`src/rtl/edge_pkg.sv`:
```
// rtl/edge_pkg.sv - shared FSM states, pixel constants and byte-select helper
package edge_pkg;

  typedef enum logic [1:0] {
    IDLE = 2'd0,
    RUN  = 2'd1,
    DONE = 2'd2
  } state_t;

  localparam int PIXELS_PER_WORD = 4;
  localparam int PIXEL_WIDTH     = 8;
  localparam int WORD_WIDTH      = PIXELS_PER_WORD * PIXEL_WIDTH;

  // Byte 0 is the least significant byte and leaves the block first.
  function automatic logic [PIXEL_WIDTH-1:0] pixel_of(
    input logic [WORD_WIDTH-1:0] word,
    input logic [1:0]            idx
  );
    return word[idx*PIXEL_WIDTH +: PIXEL_WIDTH];
  endfunction

endpackage

```
`src/rtl/word_fifo.sv`:
```
// rtl/word_fifo.sv - small synchronous word buffer with occupancy count
module word_fifo #(
  parameter  int WIDTH = 32,
  parameter  int DEPTH = 2,
  localparam int CW    = $clog2(DEPTH + 1),
  localparam int PW    = (DEPTH > 1) ? $clog2(DEPTH) : 1
) (
  input  logic             clk,
  input  logic             reset,
  input  logic             push,
  input  logic [WIDTH-1:0] din,
  input  logic             pop,
  output logic [WIDTH-1:0] dout,
  output logic             full,
  output logic             empty,
  output logic [CW-1:0]    count
);

  logic [WIDTH-1:0] mem [DEPTH];
  logic [PW-1:0]    wr_ptr;
  logic [PW-1:0]    rd_ptr;
  logic             do_push;
  logic             do_pop;

  // A push into a full buffer is accepted when a pop frees a slot in the same cycle.
  assign full    = (count == CW'(DEPTH));
  assign empty   = (count == '0);
  assign do_pop  = pop && !empty;
  assign do_push = push && (!full || do_pop);
  assign dout    = mem[rd_ptr];

  function automatic logic [PW-1:0] bump(input logic [PW-1:0] p);
    return (p == PW'(DEPTH - 1)) ? '0 : p + PW'(1);
  endfunction

  // Pointer and occupancy tracking; reset empties the buffer.
  always_ff @(posedge clk) begin
    if (reset) begin
      wr_ptr <= '0;
      rd_ptr <= '0;
      count  <= '0;
    end else begin
      if (do_push) wr_ptr <= bump(wr_ptr);
      if (do_pop)  rd_ptr <= bump(rd_ptr);
      case ({do_push, do_pop})
        2'b10:   count <= count + CW'(1);
        2'b01:   count <= count - CW'(1);
        default: ;
      endcase
    end
  end

  // Storage needs no reset: occupancy gates every read.
  always_ff @(posedge clk) begin
    if (do_push) mem[wr_ptr] <= din;
  end

endmodule

```
`src/rtl/pixel_word_reader.sv`:
```
// rtl/pixel_word_reader.sv - reads 32-bit words from memory and streams them as 8-bit pixels
module pixel_word_reader
  import edge_pkg::*;
#(
  parameter int ADDR_WIDTH = 16,
  parameter int FIFO_DEPTH = 2
) (
  input  logic                  clk,
  input  logic                  reset,
  input  logic                  start,
  input  logic [ADDR_WIDTH-1:0] base_addr,
  input  logic [15:0]           num_words,
  output logic                  mem_en,
  output logic                  mem_we,
  output logic [ADDR_WIDTH-1:0] mem_addr,
  input  logic [31:0]           mem_dr,
  output logic [7:0]            pix,
  output logic                  pix_valid,
  input  logic                  pix_ready,
  output logic                  pix_last,
  output logic                  busy,
  output logic                  done
);

  localparam int         CW        = $clog2(FIFO_DEPTH + 1);
  localparam logic [1:0] LAST_BYTE = 2'(PIXELS_PER_WORD - 1);

  state_t        state;
  state_t        state_next;
  logic [15:0]   issue_left;
  logic [15:0]   out_left;
  logic          rd_pend;
  logic [31:0]   word_reg;
  logic [1:0]    byte_idx;
  logic          word_last;
  logic          fifo_push;
  logic          fifo_pop;
  logic          fifo_full;
  logic          fifo_empty;
  logic [31:0]   fifo_dout;
  logic [CW-1:0] fifo_count;
  logic          handshake;
  logic          need_word;
  logic          load_word;
  logic          credit_ok;
  logic [31:0]   load_data;

  assign mem_we    = 1'b0;
  assign busy      = (state == RUN);
  assign done      = (state == DONE);
  assign pix       = pixel_of(word_reg, byte_idx);
  assign pix_last  = pix_valid && word_last && (byte_idx == LAST_BYTE);
  assign handshake = pix_valid && pix_ready;

  // The serializer takes a new word when idle or as its last byte leaves. When the
  // buffer is empty the word arriving from memory bypasses it, which keeps the
  // start-to-first-pixel latency at three cycles.
  assign need_word = !pix_valid || (handshake && (byte_idx == LAST_BYTE));
  assign load_word = (state == RUN) && need_word && (out_left != 16'd0) &&
                     (!fifo_empty || rd_pend);
  assign load_data = fifo_empty ? mem_dr : fifo_dout;
  assign fifo_pop  = load_word && !fifo_empty;
  assign fifo_push = rd_pend && !(load_word && fifo_empty);

  // Buffered words plus reads in flight must stay below the buffer depth so a
  // returning word always has a slot. A pop in this cycle is not credited.
  assign credit_ok = !fifo_full &&
                     ((32'(fifo_count) + 32'(rd_pend) + 32'(mem_en)) < 32'(FIFO_DEPTH));

  word_fifo #(
    .WIDTH (32),
    .DEPTH (FIFO_DEPTH)
  ) u_word_fifo (
    .clk   (clk),
    .reset (reset),
    .push  (fifo_push),
    .din   (mem_dr),
    .pop   (fifo_pop),
    .dout  (fifo_dout),
    .full  (fifo_full),
    .empty (fifo_empty),
    .count (fifo_count)
  );

  // FSM state register.
  always_ff @(posedge clk) begin
    if (reset) state <= IDLE;
    else       state <= state_next;
  end

  // Next state: an empty transfer skips straight to the completion pulse.
  always_comb begin
    state_next = state;
    case (state)
      IDLE:    if (start) state_next = (num_words == 16'd0) ? DONE : RUN;
      RUN:     if (handshake && pix_last) state_next = DONE;
      DONE:    state_next = IDLE;
      default: state_next = IDLE;
    endcase
  end

  // Read issue: the first read goes out right after start, the rest as credit allows.
  // mem_addr only moves with a read, so it holds the last issued address otherwise.
  always_ff @(posedge clk) begin
    if (reset) begin
      mem_en     <= 1'b0;
      mem_addr   <= '0;
      issue_left <= '0;
      rd_pend    <= 1'b0;
    end else begin
      rd_pend <= mem_en;
      if (state == IDLE && start && num_words != 16'd0) begin
        mem_en     <= 1'b1;
        mem_addr   <= base_addr;
        issue_left <= num_words - 16'd1;
      end else if (state == RUN && issue_left != 16'd0 && credit_ok) begin
        mem_en     <= 1'b1;
        mem_addr   <= mem_addr + ADDR_WIDTH'(1);
        issue_left <= issue_left - 16'd1;
      end else begin
        mem_en <= 1'b0;
      end
    end
  end

  // Output serializer: holds one word and steps through its bytes on each handshake.
  always_ff @(posedge clk) begin
    if (reset) begin
      word_reg  <= '0;
      byte_idx  <= '0;
      word_last <= 1'b0;
      pix_valid <= 1'b0;
      out_left  <= '0;
    end else begin
      if (state == IDLE && start) out_left <= num_words;
      else if (load_word)         out_left <= out_left - 16'd1;

      if (load_word) begin
        word_reg  <= load_data;
        byte_idx  <= '0;
        word_last <= (out_left == 16'd1);
        pix_valid <= 1'b1;
      end else if (handshake) begin
        if (byte_idx == LAST_BYTE) pix_valid <= 1'b0;
        else                       byte_idx  <= byte_idx + 2'd1;
      end
    end
  end

endmodule

```
`config.mk`:
```
export PLATFORM = sky130hd
export DESIGN_NAME = pixel_word_reader
export DESIGN_NICKNAME = d
export VERILOG_FILES = /design/src/rtl/edge_pkg.sv /design/src/rtl/word_fifo.sv /design/src/rtl/pixel_word_reader.sv
export SDC_FILE = /design/constraint.sdc
export NUM_CORES = 1
export LEC_CHECK = 0
export CAP_MARGIN = 20
export CORE_UTILIZATION = 55
export DETAILED_ROUTE_END_ITERATION = 10
export GPL_TIMING_DRIVEN = 0
export PLACE_DENSITY = 0.78
export SYNTH_ARGS = -nofsm -noshare
export SYNTH_HDL_FRONTEND = slang
export SYNTH_SLANG_ARGS = --single-unit
```
`constraint.sdc`:
```
create_clock -name clk -period 3.8 [get_ports clk]
set_input_delay 0.76 -clock clk [delete_from_list [all_inputs] [get_ports clk]]
set_output_delay 0.76 -clock clk [all_outputs]
set_load 0.005 [all_outputs]
```
Word-level counts from Yosys, hierarchy flattened
Memories as Yosys holds them, arrays and structs flattened. A register that Yosys moved wholly into a read port is not among the register bits.
Cells that the tools add are included.

cells by class
  mux-type cells = 23
  $lt $le $gt $ge = 1
  reductions and logical operators = 40
  shift operators = 1
  equality and inequality tests = 9
  bitwise gates (word level) = 1
  add/sub/neg operators = 11

operators by type and width
  kind                                                                     count
  16-bit 2-to-1 mux                                                        6
  16-bit nonzero test                                                      3
  16-bit by 1-bit subtractor with 16-bit output (second input constant)    3
  32-bit 2-to-1 mux                                                        1
  32-bit by 6-bit indexed part select with 8-bit output                    1
  1-bit logical AND                                                        18
  16-bit by 1-bit adder with 16-bit output (second input constant)         1
  16-bit by 1-bit equality test with 1-bit output (second input constant)  1
  16-bit zero test                                                         1
  1-bit 2-to-1 mux                                                         11
  2-bit nonzero test                                                       5
  2-bit equality test (second input constant)                              4
  2-bit case mux with 2 select lines                                       2
  2-bit 2-to-1 mux                                                         3
  2-bit AND reduction                                                      3
  2-bit by 1-bit adder with 2-bit output (second input constant)           2
  3-bit by 1-bit adder with 4-bit output                                   1
  2-bit by 1-bit equality test with 1-bit output (second input constant)   2
  1-bit zero test                                                          4
  2-bit zero test                                                          2
  4-bit by 2-bit < comparator with 1-bit output (second input constant)    1
  2-bit by 1-bit adder with 3-bit output                                   1
  1-bit logical OR                                                         3
  1-bit adder (second input constant)                                      2
  5 further kinds                                                          5

storage, ports and cells
  flip-flop bits (word level) = 92
  memories = 1
  output and inout bits = 30
  memory bits (writable) = 64

memories
  name             words  width  read ports  clocked after Yosys merged registers in  write ports  line             RTL
  u_word_fifo.mem  2      32     1           1                                        1            word_fifo.sv:19  logic [WIDTH-1:0] mem [DEPTH];

Logic depth before layout (Yosys ltp)
Gate-level depths: netlist of the first run.

  depth after elaboration = 12
  mapped depth = 14
  gate-level depth less buffers = 10

By module
Synthesis of the first run repeated with hierarchy kept, for this count alone.

unflattened totals
  cell total of the unflattened synthesis = 720
  area, all modules = 7,703.6 µm²

by module, submodules not included
  module             cells each  area each (µm²)  seq. area each (µm²)  instances
  pixel_word_reader  590         5,136.2          1,761.7               1
  word_fifo          130         2,567.5          2,021.9               1

Worst setup path after synthesis of the first run
No wires, ideal clock.

  path kind = input to register
  from = input port pix_ready
  to = memory u_word_fifo.mem[0][0], enable pin
  required time = 3.379 ns
  stages = 6
  path buffers = 0
  arrival time = 2.943 ns
  library setup time = 0.421 ns
  setup slack = 0.436 ns
  cell sequence = a21bo_2 > o211ai_1 > nor2_2 > xnor2_1 > o21ai_1 > nor2_1

between the ends
  longest elaborated chain between the ends = 12

RTL lines
  item                                                          line                                              RTL
  start: declaration                                            pixel_word_reader.sv:19                           input logic pix_ready,
  1-bit logical AND *                                           pixel_word_reader.sv:53                           assign handshake = pix_valid && pix_ready;
  1-bit logical AND *                                           pixel_word_reader.sv:58                           assign need_word = !pix_valid || (handshake && (byte_idx == LAST_BYTE));
  1-bit logical OR *                                            pixel_word_reader.sv:58
  1-bit logical AND * (3 in a row)                              pixel_word_reader.sv:59                           assign load_word = (state == RUN) && need_word && (out_left != 16'd0) &&
  1-bit logical AND, on equally long branches                   pixel_word_reader.sv:63, pixel_word_reader.sv:62
  1-bit zero test / 1-bit logical AND (equally long branches)   pixel_word_reader.sv:63, word_fifo.sv:28
  1-bit logical AND / 1-bit logical OR (equally long branches)  pixel_word_reader.sv:63, word_fifo.sv:29
  1-bit logical AND *                                           word_fifo.sv:29                                   assign do_push = push && (!full || do_pop);
  1-bit 2-to-1 mux *                                            word_fifo.sv:55                                   if (do_push) mem[wr_ptr] <= din;
  1-bit 2-to-1 mux (not written as such) *                      word_fifo.sv:55
  end: declaration                                              word_fifo.sv:19

Mark *: on every way between the ends. The rest lies on a longest branch, timed or not.

Worst setup path in the final report of the first run
  from = input port start
  to = register issue_left[12]

between the ends
  longest elaborated chain between the ends = 3

RTL lines
  item                                                            line                      RTL
  start: declaration                                              pixel_word_reader.sv:10   input logic start,
  1-bit logical AND * (2 in a row)                                pixel_word_reader.sv:112  if (state == IDLE && start && num_words != 16'd0) begin
  16-bit 2-to-1 mux / 2-bit nonzero test (equally long branches)  n/a
  end signal: assignment                                          pixel_word_reader.sv:115  issue_left <= num_words - 16'd1;
  end signal: assignment                                          pixel_word_reader.sv:119  issue_left <= issue_left - 16'd1;
  end: declaration                                                pixel_word_reader.sv:30   logic [15:0] issue_left;

Marked as above.
A chain may end at the register's enable or synchronous reset.

==> flow_summary_export.csv, run 1 <==
group,metric,value,unit
clock_tree,cts-hold-fix-buffers,0,
clock_tree,cts_max_level,4,
synth,yosys_warnings,0,
global_route,grt_max_degree,30,
synth,synth_area,7600,sq um
synth,netlist_instances,760,
place,dpl.cell_count,1032,
floorplan,die_h,120,microns
power,power.share.clock,0.377,
clock_tree,cts-root-buf,"clkbuf_16",
clock_tree,clockBufferDepth,2,
detailed_routing,avgViaCountPerCell,6.21,
global_route,grt_use_total,0.304,
detailed_routing,routed_wirelength,21000,microns
timing,hold_violations,0,
detailed_routing,drc,0,
critical_path,cp_top_family,"compound AO/OA/AOI/OAI gates",
critical_path,r2r-end,"issue_left[12]",
timing,fmax,0.268,GHz
synth,postSynth.asyncResetShare,0,
floorplan,initial_core_util,0.569,
power,p_per_area,461,nW/um^2
detailed_routing,dr_total_vias,6617,
power,intPower,3.09,mW
critical_path,crit_slowest_cell,"clkdlybuf4s50_1",
outcome,status,"completed",
critical_path,cp-startpoint,"start",
synth,ys_seq_area_frac,0.498,
detailed_routing,drt_pass1_iterations,7,
power,power_leakage,3.21,nW
final_layout,final_nets,950,
global_route,top_usage_layer,"met2",
final_layout,largest_reg_flops,64,
flow_run,cap_viol_max_count,0,
clock_tree,insertion_delay,430,ps
global_route,antenna_found_initial,0,
critical_path,cp_cell_sequence,"clkdlybuf4s50_1 -> or3b_1 -> buf_2 -> a21o_4 -> buf_6 -> buf_4 -> buf_2 -> a21boi_1 -> ha_2 -> inv_1 -> a211o_1 -> a211o_1 -> a32oi_1 -> a21oi_1",
critical_path,required,4090,ps
critical_path,path_depth,14,
power,pwr-share-seq,0.447,
timing,setup-violations-final,0,
power,finalPower,4.33,mW
timing,period_needed,3730,ps
place,place.gp.congestion,0.967,
timing,skew,11.5,ps
timing,slew_headroom,0.493,
critical_path,worst_setup_path_start_kind,"primary input",
floorplan,ioPinCount,98,
critical_path,r2r_cells,13,
critical_path,cp.arrival,4020,ps
timing,whs,481,ps
place,hpwl,15300,microns
detailed_routing,routedWlPerCell,19.7,microns
floorplan,rows,42,
floorplan,die_area,14300,sq um
critical_path,path_class,"primary input to register",
clock_tree,cts_sinks,157,
global_route,grt_pass1_wl,33400,microns
synth,ys_ff_latch,157,
detailed_routing,postRouteAntennaNets,0,
global_route,grt.met1_usage,0.383,
synth,avgSynthCellArea,9.99,sq um
critical_path,endpoint_kind,"register",
power,combPwrFrac,0.176,
global_route,grt_use_met3,0.0499,
power,p_sw_frac,0.288,
global_route,grt_pass1_vias,6420,
critical_path,crit_end,"issue_left[12]",
synth,synthFlopType,"dfxtp_1",
critical_path,rr_startpoint,"state[0]",
critical_path,r2r_setup_slack,500,ps
timing,tightest_slew,761,ps
global_route,grt_overflow,0,
hold_path,hold_class,"register to register",
synth,synth-edff-count,64,
power,power_switching,1.25,mW
synth,ys_types,80,
place,port-buffer-count,94,
final_layout,drive_gt1_frac,0.0922,
timing,finalMaxSlewViolations,0,
global_route,grtUsageMet2,0.520,
power,vdd.ir_drop.worst,0.000405,V
clock_tree,path_clk_slew,70,ps
final_layout,diodes,0,
critical_path,cp_slowest_stage_delay,490,ps
floorplan,die-width,120,microns
critical_path,path_buf_inv,6,
synth,syn-num-nets,834,
critical_path,crit_fanout,10,
final_layout,syn_to_final_growth,23.8,%
floorplan,fp.coreArea,13300,sq um
final_layout,final_cells,1065,
clock_tree,cts-buffers-inserted,17,
detailed_routing,drt_iter0_drc,596,
timing,fin_crit_sh,0.983,
clock_tree,cts_tree,"done",
## kinds of logic (layout without fill, tap and decap cells)
| logic type | Yosys count | in the layout | synth area share |
|---|---|---|---|
| xor gates and xnor gates | 28 | 28 | 0.0323 |
| muxes | 47 | 47 | 0.0759 |
| and+or+nand+nor | 258 | 258 | 0.170 |
| buffers and inverters | 61 | 190 | 0.0354 |
| DFF | 157 | 157 | 0.498 |
| other | 1 | 1 | 0.000494 |
| adders and majority gates | 6 | 6 | 0.00988 |
| AOI/OAI and AO/OA | 202 | 202 | 0.178 |
## through the flow
stage / cell area (sq um) / utilization / worst slack, ps / setup TNS [ps]
2_1_floorplan: 7600 / - / 436 / 0
3_3_place_gp: 8760 / 0.656 / -1260 / -83620
3_5_place_dp: 8810 / 0.660 / -599 / -3420
4_1_cts: 9370 / 0.702 / 15.8 / 0
5_1_grt: 9400 / 0.705 / -6.65 / -6.65
6_report: 9400 / 0.705 / 65.5 / 0
## per-layer routing
layer	up-vias	wire length (microns)
li1	3089	-
met3	41	1300
met4	0	496
met1	3219	8750
met2	268	10500
met5	-	0
## layout by cell type, fill, tap and decap left out, types with 6 or more instances in the layout
| cell | instances |
|---|---|
| a211oi_1 | 39 |
| a21oi_1 | 74 |
| a31oi_1 | 8 |
| and3_1 | 10 |
| and4_1 | 6 |
| buf_2 | 14 |
| clkbuf_1 | 28 |
| clkbuf_16 | 17 |
| clkdlybuf4s50_1 | 88 |
| dfxtp_1 | 93 |
| edfxtp_1 | 64 |
| inv_1 | 13 |
| mux2i_1 | 37 |
| mux4_2 | 8 |
| nand2_1 | 35 |
| nand3_1 | 15 |
| nor2_1 | 108 |
| nor3_1 | 25 |
| nor4_1 | 11 |
| o21ai_0 | 23 |
| or3_1 | 8 |
| xnor2_1 | 17 |
| xor2_1 | 11 |
## worst reg2reg max path, cell delays in order, from the launching register on
cell      delay [ps]
dfxtp_1          360
or3b_1           370
buf_2            200
a21o_4           240
buf_6            150
buf_4            180
buf_2            210
a21boi_1         180
ha_2             290
inv_1             80
a211o_1          360
a211o_1          300
a32oi_1          160
a21oi_1           90
## cells in the mapped netlist, types with 10 or more instances
cell	number	area [sq um]
xnor2_1	17	149
o21ai_0	23	115
edfxtp_1	64	1920
mux2i_1	37	370
a21oi_1	74	370
nor4_1	11	68.8
nand3_1	15	75.1
inv_1	13	48.8
xor2_1	11	96.3
nor2_1	110	413
a211oi_1	40	300
and3_1	10	62.6
dfxtp_1	93	1860
buf_2	14	70.1
clkbuf_1	27	101
nor3_1	25	125
nand2_1	35	131
## layout make-up
type                    instances  area [sq um]
multi-input cells             542          3580
repair buffers                 97           988
flip-flops and latches        157          3780
well taps                     176           220
inverters                      13          48.8
clock inverters                14           134
fillers                      1033          3940
plain buffers                  48           220
clock buffers                  18           429
## power groups by stage
stage	clock network (mW)	registers [mW]	logic [mW]
floorplan	0	1.95	0.450
global placement	0	1.97	0.711
detailed placement	0	1.97	0.739
CTS	1.65	1.94	0.744
global route	1.71	1.95	0.826
finish	1.63	1.94	0.761
## timing repair
item | in CTS | in global routing
resized for setup | 5 | 6
buffers inserted | 0 | 1
setup endpoints to repair | 5 | 4
pin swaps | 0 | 1
cloned | 0 | 0
## worst min path at each step
stage                   start        endpoint  depth (start not counted)
3_3_place_gp   issue_left[15]  issue_left[15]                          2
6_report       issue_left[15]  issue_left[15]                          2
5_1_grt        issue_left[15]  issue_left[15]                          2
2_1_floorplan        state[1]        state[1]                          1
4_1_cts        issue_left[15]  issue_left[15]                          2
3_5_place_dp   issue_left[15]  issue_left[15]                          2
Power figures use the tool's default switching activity.
==> run 2: changes to the inputs <==
- CELL_PAD_IN_SITES_DETAIL_PLACEMENT: default -> 1
- CELL_PAD_IN_SITES_GLOBAL_PLACEMENT: default -> 1
- CORE_UTILIZATION: 55 -> 43
- GPL_ROUTABILITY_DRIVEN: default -> 0
- PLACE_DENSITY: 0.78 -> 0.79
- clock period: 3.8 -> 3.93 ns (I/O delays scaled with it)
==> run 2 against run 1 <==
Net effect:
- final cell count up 4.6%
- global-route usage down 2.5 points
- register-to-register slack better by 90 ps
- routed wire length up 17%
- sequential power down 3%
- hold slack better by 10 ps
- sequential share of layout area down 0.55 points
- critical endpoint unchanged
==> flow_summary_export.csv, run 2 (same netlist as run 1, synthesis figures left out) <==
group,metric,value,unit
place,pre_cts_ws,-578,ps
critical_path,crit_fanout,10,
global_route,antenna_found_initial,0,
final_layout,mostFrequentLayoutCell,"nor2_1",
timing,whs,491,ps
final_layout,final_cells,1114,
power,finalPower,4.41,mW
critical_path,crit_end,"issue_left[12]",
clock_tree,cts-hold-fix-buffers,0,
global_route,grt_max_degree,23,
timing,rsz0062_at_grt,"false",
floorplan,die_area,18200,sq um
detailed_routing,avgViaCountPerCell,6.05,
timing,finalMaxSlewViolations,0,
critical_path,r2r_cells,13,
critical_path,endpoint_kind,"register",
place,hpwl,17600,microns
power,p_sw_frac,0.291,
timing,finalSetupTns,0,ps
floorplan,ioPinCount,98,
timing,period_needed,3810,ps
final_layout,drive_gt1_frac,0.0911,
final_layout,final_util,0.551,
flow_run,cap_viol_max_count,0,
place,port-buffer-count,94,
clock_tree,cts-buffers-inserted,17,
place,dpl.cell_count,1081,
critical_path,cp.arrival,4110,ps
critical_path,r2r_setup_slack,590,ps
final_layout,design_area,9530,sq um
timing,hold_violations,0,
detailed_routing,routedWlPerCell,22.0,microns
timing,slew_headroom,0.456,
timing,setup-violations-final,0,
final_layout,seq_area,3780,sq um
detailed_routing,drt_pass1_iterations,7,
clock_tree,path_clk_slew,70,ps
final_layout,syn_to_final_growth,25.5,%
clock_tree,insertion_delay,430,ps
power,power_switching,1.28,mW
final_layout,final_nets,950,
power,p_per_area,462,nW/um^2
detailed_routing,postRouteAntennaNets,0,
timing,skew,10.4,ps
clock_tree,cts_max_level,4,
critical_path,worst_setup_path_start_kind,"primary input",
timing,final.setup.worst_slack,117,ps
clock_tree,cts_sinks,157,
clock_tree,cts_tree,"done",
critical_path,path_class,"primary input to register",
power,intPower,3.13,mW
hold_path,hold_class,"register to register",
power,power.share.clock,0.401,
floorplan,die-width,135,microns
detailed_routing,drc,0,
timing,fin_crit_sh,0.970,
global_route,grt_pass1_vias,7118,
power,power_leakage,3.26,nW
critical_path,rr_startpoint,"state[0]",
detailed_routing,dr_total_vias,6745,
final_layout,final_cell_mix,"108 x nor2_1, 93 x dfxtp_1, 88 x clkdlybuf4s50_1",
final_layout,nFillCells,1899,
floorplan,die_h,135,microns
global_route,grt_pass1_wl,38800,microns
power,pwr-share-seq,0.427,
clock_tree,cts-root-buf,"clkbuf_16",
timing,tightest_slew,816,ps
critical_path,required,4220,ps
critical_path,r2r-end,"issue_left[12]",
detailed_routing,routed_wirelength,24500,microns
critical_path,cp-startpoint,"start",
floorplan,fp.coreArea,17300,sq um
floorplan,initial_core_util,0.439,
outcome,status,"completed",
global_route,grt_overflow,0,
final_layout,multi_input_comb_area,3570,sq um
power,combPwrFrac,0.172,
final_layout,diodes,0,
timing,fmax,0.262,GHz
global_route,grt_use_total,0.279,
floorplan,rows,48,
clock_tree,clockBufferDepth,2,
detailed_routing,drt_iter0_drc,440,
power,vdd.ir_drop.worst,0.000334,V
place,placed_area,8890,sq um
final_layout,largest_reg_flops,64,
run 2: layout make-up:
type                            instances  area share
Sequential cell                       157       0.397
Multi-Input combinational cell        542       0.374
Timing Repair Buffer                   97       0.106
Clock buffer                           17      0.0446
Tap cell                              225      0.0295
Buffer                                 48      0.0231
Clock inverter                         15      0.0207
Inverter                               13     0.00512
run 2: worst max-delay path: stages:
cell and delay, ps:
clkdlybuf4s50_1 480, or3b_1 340, buf_2 210, a21o_4 230, buf_6 140, buf_4 180, buf_2 220, a21boi_1 190
ha_2 230, inv_1 70, a211o_1 360, a211o_1 300, a32oi_1 230, a21oi_1 120
run 2: worst min-delay path by stage:
stage,from,endpoint,slack (ps),cells after the start
finish,state[1],state[1],490,1
global route,mem_en,rd_pend,530,1
CTS,state[1],state[1],490,1
detailed placement,issue_left[15],issue_left[15],480,2
global placement,word_last,word_last,460,2
floorplan,state[1],state[1],450,1
run 2: power groups by stage:
stage | logic, mW | registers [mW] | clock network (mW)
finish | 0.758 | 1.88 | 1.77
detailed placement | 0.735 | 1.91 | 0
global route | 0.825 | 1.89 | 1.84
global placement | 0.693 | 1.90 | 0
floorplan | 0.436 | 1.89 | 0
CTS | 0.749 | 1.88 | 1.78
run 2: per-layer routing:
| metal | track usage | share of wire |
|---|---|---|
| met1 | 0.347 | 0.43 |
| met2 | 0.481 | 0.50 |
| met3 | 0.0495 | 0.044 |
| met4 | 0.107 | 0.026 |
| met5 | 0 | 0 |
run 2: what timing repair did:
action,in CTS,in global routing
setup buffers,0,1
endpoints found under the setup margin,2,3
gates resized for setup,4,5
==> run 3: changes to the inputs <==
- CTS_CLUSTER_DIAMETER: default -> 30
- CTS_CLUSTER_SIZE: default -> 28
- clock period: 3.93 -> 4.1 ns (I/O delays scaled with it)
==> run 3 against run 2 <==
Net effect:
- register-to-register slack better by 130 ps
- total power is 4.2% lower
- sequential power fell by 4%
- final cell count did not move
- sequential share of layout area about the same
- critical endpoint unchanged
- first-iteration DRC count shrank 12%
- global-route usage hardly changed
- flip-flop and latch count unchanged
- largest power group unchanged
- utilization barely moved
- combinational power fell by 3.8%
- routed wire length increased by 0.16%
==> flow_summary_export.csv, run 3 (same netlist as run 1, synthesis figures left out) <==
group,metric,value,unit
critical_path,crit_fanout,10,
clock_tree,cts_tree,"done",
timing,period_needed,3970,ps
detailed_routing,drt_iter0_drc,386,
flow_run,cap_viol_max_count,0,
global_route,grt_pass1_vias,7107,
final_layout,final_cells,1114,
floorplan,initial_core_util,0.439,
power,p_per_area,443,nW/um^2
hold_path,hold_class,"register to register",
critical_path,endpoint_kind,"register",
floorplan,die_h,135,microns
floorplan,ioPinCount,98,
clock_tree,cts_max_level,4,
place,port-buffer-count,94,
floorplan,die_area,18200,sq um
detailed_routing,postRouteAntennaNets,0,
timing,finalMaxSlewViolations,0,
timing,fmax,0.252,GHz
power,vdd.ir_drop.worst,0.000320,V
final_layout,final_nets,950,
timing,skew,11.6,ps
detailed_routing,routedWlPerCell,22.0,microns
place,hpwl,17600,microns
detailed_routing,routed_wirelength,24600,microns
clock_tree,insertion_delay,440,ps
timing,hold_violations,0,
global_route,antenna_found_initial,0,
floorplan,fp.coreArea,17300,sq um
clock_tree,cts-root-buf,"clkbuf_16",
critical_path,required,4390,ps
detailed_routing,avgViaCountPerCell,6.06,
critical_path,path_class,"primary input to register",
global_route,grt_overflow,0,
floorplan,die-width,135,microns
global_route,grt_use_total,0.279,
power,power_leakage,3.27,nW
global_route,grt_pass1_wl,38800,microns
place,dpl.cell_count,1081,
final_layout,syn_to_final_growth,25.6,%
timing,fin_crit_sh,0.968,
detailed_routing,dr_total_vias,6748,
detailed_routing,drt_pass1_iterations,7,
timing,setup-violations-final,0,
clock_tree,cts-buffers-inserted,17,
final_layout,final_util,0.552,
final_layout,drive_gt1_frac,0.0911,
final_layout,diodes,0,
critical_path,cp.arrival,4260,ps
clock_tree,cts_sinks,157,
timing,tightest_slew,814,ps
final_layout,final_cell_mix,"108 x nor2_1, 93 x dfxtp_1, 89 x clkdlybuf4s50_1",
final_layout,largest_reg_flops,64,
critical_path,worst_setup_path_start_kind,"primary input",
outcome,status,"completed",
detailed_routing,drc,0,
clock_tree,path_clk_slew,70,ps
floorplan,rows,48,
clock_tree,cts-hold-fix-buffers,0,
final_layout,mostFrequentLayoutCell,"nor2_1",
timing,slew_headroom,0.457,
timing,rsz0062_at_grt,"false",
clock_tree,clockBufferDepth,2,
global_route,grt_max_degree,23,
-- run 3: worst max-delay path: stages --
cell and delay, ps:
clkdlybuf4s50_1 630, nor2_1 170, and3_1 290, a21o_4 250
buf_6 140, buf_4 180, buf_2 220, a21boi_0 230
ha_2 250, inv_1 60, a211o_1 350, a211o_1 300
a32oi_1 240, a21oi_1 120
-- run 3: cell type report --
| cell class | instances | area [sq um] |
|---|---|---|
| inverters | 13 | 48.8 |
| clock inverters | 15 | 198 |
| repair buffers | 97 | 1010 |
| flip-flops and latches | 157 | 3780 |
| plain buffers | 48 | 220 |
| clock buffers | 17 | 425 |
| multi-input cells | 542 | 3570 |
| fillers | 1902 | 7760 |
| well taps | 225 | 282 |
-- run 3: metal layers --
| layer | track usage | vias up | part of all wire |
|---|---|---|---|
| met5 | 0 | - | 0 |
| met4 | 0.105 | 0 | 0.025 |
| met2 | 0.481 | 232 | 0.50 |
| met1 | 0.347 | 3378 | 0.43 |
| li1 | - | 3081 | - |
| met3 | 0.0511 | 57 | 0.044 |
-- run 3: path summary, 6_finish.rpt --
| check | cells past startpoint | slack, ps | endpoint | startpoint |
|---|---|---|---|---|
| hold reg to reg | 1 | 490 | state[1] | state[1] |
| setup reg to reg | 13 | 720 | issue_left[12] | state[0] |
| setup / recovery | 14 | 130 | issue_left[12] | num_words[8] |
| hold / removal | 1 | 490 | state[1] | state[1] |
-- run 3: timing repair --
item | 4_1_cts | 5_1_grt
hold endpoints to repair | 0 | 0
gates resized for setup | 1 | 6
buffers inserted | 0 | 1
setup endpoints to repair | 1 | 4
cloned | 0 | 0
-- run 3: through the flow --
stage	area, sq um	hold WS [ps]	setup TNS [ps]	worst slack [ps]	total power [mW]
CTS	9510	492	0	15.3	4.22
detailed placement	8890	476	-1820	-442	2.54
global placement	8820	465	-70770	-1090	2.49
global route	9540	527	0	44.6	4.37
finish	9540	489	0	132	4.22
floorplan	7600	448	0	676	2.23
-- run 3: power breakdown --
part	leakage (nW)	switching [mW]	internal [mW]
sequential	1.34	0.0862	1.72
clock	0.307	0.708	0.983
combinational	1.62	0.432	0.296
